[config.mk]
export PLATFORM = sky130hd
export DESIGN_NAME = ex_redirect_ctrl
export DESIGN_NICKNAME = d
export VERILOG_FILES = /design/src/rtl/ex_redirect_ctrl.sv
export SDC_FILE = /design/constraint.sdc
export NUM_CORES = 1
export LEC_CHECK = 0
export CORE_MARGIN = 3
export CORE_UTILIZATION = 43
export DETAILED_ROUTE_END_ITERATION = 6
export PLACE_DENSITY = 0.95
export SLEW_MARGIN = 20
export SYNTH_ARGS = -nofsm -noshare
export SYNTH_HDL_FRONTEND = slang
export SYNTH_SLANG_ARGS = --single-unit
[constraint.sdc]
create_clock -name clk -period 2.7 [get_ports clk]
set_input_delay 0.54 -clock clk [delete_from_list [all_inputs] [get_ports clk]]
set_output_delay 0.54 -clock clk [all_outputs]
set_load 0.03 [all_outputs]
[src/rtl/ex_redirect_ctrl.sv]
// ex_redirect_ctrl
//   Pipeline recovery sequencer for WB-stage exceptions and ERTN.
//   A trigger in IDLE raises flush_all in the same cycle and latches the
//   redirect target: EENTRY for an exception, ERA for ERTN, and an exception
//   wins if both fire. The target is then offered to IF under a valid/ready
//   handshake. Fetch responses that were already in flight when the flush
//   happened are marked stale (inst_discard) until they have all returned.
//
// Ports
//   clk, resetn          clock, asynchronous active-low reset
//   wb_ex, ertn_flush    WB exception / ERTN, already qualified by wb_valid
//   csr_eentry, csr_era  redirect target sources
//   if_outstanding       accepted fetches whose data_ok has not yet retired
//                        (includes one returning this cycle)
//   inst_data_ok         fetch response this cycle
//   if_redirect_rdy      IF accepts redirect_pc
//   flush_all            clear all stage valids (combinational, IDLE only)
//   redirect_valid       redirect_pc is valid
//   redirect_pc          latched fetch target
//   inst_discard         this cycle's inst_data_ok is stale
//   busy                 recovery in progress; IF holds its PC update
//   ex_lost              sticky: a trigger arrived while busy
module ex_redirect_ctrl #(
  parameter int CNT_W = 2
) (
  input  logic             clk,
  input  logic             resetn,
  input  logic             wb_ex,
  input  logic             ertn_flush,
  input  logic [31:0]      csr_eentry,
  input  logic [31:0]      csr_era,
  input  logic [CNT_W-1:0] if_outstanding,
  input  logic             inst_data_ok,
  input  logic             if_redirect_rdy,
  output logic             flush_all,
  output logic             redirect_valid,
  output logic [31:0]      redirect_pc,
  output logic             inst_discard,
  output logic             busy,
  output logic             ex_lost
);

  typedef enum logic [1:0] {
    IDLE     = 2'd0,
    REDIRECT = 2'd1,
    DRAIN    = 2'd2
  } state_e;

  state_e           state, state_nxt;
  logic [31:0]      tgt, tgt_nxt;
  logic [CNT_W-1:0] cnt, cnt_nxt;
  logic             trig;
  logic             out_nz;
  logic             cnt_nz;

  assign trig   = wb_ex | ertn_flush;
  assign out_nz = (if_outstanding != '0);
  assign cnt_nz = (cnt != '0);

  always_ff @(posedge clk or negedge resetn) begin
    if (!resetn) begin
      state   <= IDLE;
      tgt     <= '0;
      cnt     <= '0;
      ex_lost <= 1'b0;
    end else begin
      state <= state_nxt;
      tgt   <= tgt_nxt;
      cnt   <= cnt_nxt;
      // Triggers during recovery cannot be honoured; flag them for debug.
      if (busy && trig)
        ex_lost <= 1'b1;
    end
  end

  always_comb begin
    state_nxt      = state;
    tgt_nxt        = tgt;
    cnt_nxt        = cnt;
    flush_all      = 1'b0;
    redirect_valid = 1'b0;
    inst_discard   = 1'b0;
    busy           = 1'b1;
    unique case (state)
      IDLE: begin
        busy      = 1'b0;
        flush_all = trig;
        // Track the in-flight count every cycle; a response retiring now
        // is not part of what must be drained later.
        cnt_nxt   = if_outstanding - CNT_W'(inst_data_ok & out_nz);
        if (trig) begin
          inst_discard = inst_data_ok & out_nz;
          tgt_nxt      = wb_ex ? csr_eentry : csr_era;
          state_nxt    = REDIRECT;
        end
      end
      REDIRECT: begin
        redirect_valid = 1'b1;
        // cnt==0 responses are not ours to drop, and cnt must not wrap.
        inst_discard   = inst_data_ok & cnt_nz;
        cnt_nxt        = cnt - CNT_W'(inst_discard);
        if (if_redirect_rdy)
          state_nxt = (cnt_nxt != '0) ? DRAIN : IDLE;
      end
      DRAIN: begin
        inst_discard = inst_data_ok & cnt_nz;
        cnt_nxt      = cnt - CNT_W'(inst_discard);
        if (cnt_nxt == '0)
          state_nxt = IDLE;
      end
      default: begin
        busy      = 1'b0;
        state_nxt = IDLE;
      end
    endcase
  end

  // Target is always visible; redirect_valid alone qualifies it.
  assign redirect_pc = tgt;

endmodule

==> results.toml <==
[run_status]
outcome = "complete, no violations"

[sta]
period_share_pct = 93.6
setup_tns_ns = 0
relSlewSlack_pct = 34.2
final.setup_skew_ns = 0.00310
rsz0062_at_grt = "false"
tightestPinTransition_ns = 0.987
hold_viol = 0
fmax_ghz = 0.396
setup_viol = 0
report.final.slew_viol_count = 0
post-route-min-period_ns = 2.53

[logic_synthesis]
ys_seq_area_share_pct = 42.6
ys_types = 29
syn-cell-area_mm2 = 0.00218
synth_warnings = 0
avgSynthCellArea_um2 = 11.8
ys_ff_latch = 37
syn_nets = 262
synthCells = 184

[power]
leakage_nw = 1.44
p_clk_share_pct = 11.2
ir_drop_v = 0.00149
swShare_pct = 45.6
p_seq_share_pct = 27.3
p_sw_w = 0.00170
p_int_w = 0.00203
combPwrFrac_pct = 61.5
power_density_mw_per_mm2 = 1130

[critical_path]
crit_path_top_delay_cell = "clkdlybuf4s50_1"
cpPeakStageDelay_ns = 0.73
worstPathCellList = "inv_1 > ha_1 > clkdlybuf4s50_1"
crit_buf_inv = 2
cp.required_ns = 2.16
path_delay_family = "buffers and inverters"
crit_fanout = 7
start_kind = "flop"
worstSetupEndpointType = "output port"
r2r-end = "redirect_pc[5]"
crit_type = "flop to output port"
rrSetupSlack_ns = 0.68
r2r_cells = 6
reg2reg_from = "state[1]"
worstPathArrival_ns = 1.99

[placed_design]
gp_congestion = 0.782
placed_cells = 350
port_buffers = 108
dpl.hpwl_um = 3870

[global_route]
gr-total-overflow = 0
grt_max_degree = 65
grt_pass1_vias = 1806
grt_first_pass_wirelength_um = 8270
antenna_found_initial = 0
track_usage_pct = 17.0

[route]
wl_per_cell_um = 13.8
num_vias = 1693
initialDrtViolationCount = 47
routed_via_density = 4.73
drt_wl_total_um = 4930
drcViolationCount = 0
drt-pass1-iter-count = 2
ant_nets = 0

[die]
core_mm2 = 0.00482
io-pin-count = 109
die_w_um = 77.1
initial_core_util_pct = 45.2
row_count = 25
dieArea_mm2 = 0.00595
die_y_um = 77.1

[layout]
diodes = 0
area_delta_synth_final_pct = 51.6
final_layout_size_suffix_gt1_share_pct = 27.8
postLayoutCoreUtil_pct = 68.5
fillers = 379
instances_no_fill = 358
nets = 368

[clock_tree]
clockRootBuffer = "clkbuf_8"
worstSkewPairLatency_ns = 0.28
clk_transition_reported_paths_ns = 0.07
ctsHoldBuffers = 0
clock_path_buffers = 2
cts.sinks = 37
cts_max_level = 2
cts_tree = "yes"
numCtsBuffers = 5

[run]
max_cap_violations = 0

[worst_hold_path]
hold_path.class = "input pin to asynchronous set/reset pin"
==> through the flow <==
step                      total power, W  hold slack [ns]  setup WS (ns)  cell area (um^2)
final                            0.00374            0.352          0.172              3300
after global routing             0.00398            0.406         0.0587              3300
after CTS                        0.00379            0.377         0.0174              3300
after detailed placement         0.00336            0.469         0.0840              3200
after global placement           0.00329            0.456          0.104              3200
after floorplan                  0.00271            0.244          0.542              2180
==> layout make-up <==
cell class	instances	area, um^2	share of cell area (%)
Timing Repair Buffer	110	1090	33.0
Inverter	6	22.5	0.683
Sequential cell	37	926	28.1
Clock buffer	7	96.3	2.92
Tap cell	67	83.8	2.54
Clock inverter	1	5.00	0.152
Multi-Input combinational cell	130	1080	32.7
==> state kept, by name, indices dropped and copies added, names as in the netlist <==
| signal | cells |
|---|---|
| redirect_pc | 32 |
| cnt | 2 |
| state | 2 |
| ex_lost | 1 |
==> cells by family after synthesis <==
logic type | share of synthesized area (%)
mux | 15.2
fa+ha+maj | 3.45
simple gates | 11.7
xor+xnor | 0.403
buf+inv | 7.94
compound gates | 18.7
flops | 42.6
==> worst max-delay path by stage <==
stage	start	slack [ns]	to	cells past startpoint
final	state[1]	0.17	busy	3
after global routing	state[1]	0.06	busy	3
after CTS	state[1]	0.02	inst_discard	5
after detailed placement	ertn_flush	0.08	inst_discard	6
after global placement	ertn_flush	0.10	inst_discard	6
after floorplan	state[1]	0.54	inst_discard	7
==> per-layer routing <==
| layer | track usage (%) | wire, um |
|---|---|---|
| met5 | 0 | 0 |
| met4 | 1.07 | 0 |
| met3 | 6.69 | 373 |
| met2 | 31.4 | 2690 |
| met1 | 19.1 | 1870 |
==> synth_stat cells <==
master / count / area share, %
dfrtp_1: 37 / 43
mux2i_1: 33 / 15
nand2_2: 32 / 9.2
o21ai_2: 32 / 13
ha_1: 6 / 3.5
buf_12: 5 / 4.6
inv_1: 5 / 0.86
a21oi_1: 3 / 0.69
clkbuf_4: 3 / 1.0
nand2_1: 3 / 0.52
o21a_1: 3 / 1.0
buf_6: 2 / 1.0
nand2b_1: 2 / 0.57
nor2_1: 2 / 0.35
nor2b_1: 2 / 0.57
a2111oi_2: 1 / 0.69
a211o_1: 1 / 0.40
a211oi_1: 1 / 0.35
a22oi_2: 1 / 0.57
a311o_1: 1 / 0.46
buf_2: 1 / 0.23
inv_2: 1 / 0.17
nand3_1: 1 / 0.23
nor2_2: 1 / 0.29
o21ai_0: 1 / 0.23
o21ai_4: 1 / 0.75
o22a_1: 1 / 0.40
o22ai_1: 1 / 0.29
xor2_1: 1 / 0.40
==> power groups by stage <==
stage / clock network, W / logic (W) / registers (W)
global placement: 0 / 0.00228 / 0.00101
floorplan: 0 / 0.00123 / 0.00148
detailed placement: 0 / 0.00233 / 0.00103
finish: 0.000418 / 0.00230 / 0.00102
global route: 0.000454 / 0.00248 / 0.00105
CTS: 0.000429 / 0.00233 / 0.00102
==> timing repair <==
item	in CTS	in global routing
gates resized for setup	0	1
buffers inserted	0	0
setup endpoints to repair	0	1
==> placed cells by master, fill, tap and decap left out <==
| cell type | count |
|---|---|
| dfrtp_1 | 37 |
| nor2b_1 | 2 |
| inv_2 | 1 |
| nor2_1 | 2 |
| a21oi_1 | 3 |
| nand2_1 | 3 |
| o21ai_4 | 1 |
| clkdlybuf4s50_1 | 105 |
| dlymetal6s2s_1 | 1 |
| clkinv_2 | 1 |
| o21a_1 | 3 |
| o22ai_1 | 1 |
| a2111oi_2 | 1 |
| nand2b_1 | 2 |
| buf_4 | 2 |
| buf_2 | 2 |
| clkbuf_8 | 7 |
| a211o_1 | 1 |
| nand2_2 | 32 |
| a311o_1 | 1 |
| o22a_1 | 1 |
| mux2i_1 | 33 |
| xor2_1 | 1 |
| o21ai_2 | 32 |
| o21ai_0 | 1 |
| nand3_1 | 1 |
| inv_1 | 5 |
| a22oi_2 | 1 |
| a211oi_1 | 1 |
| ha_1 | 6 |
| nor2_2 | 1 |
Power figures use the tool's default switching activity.
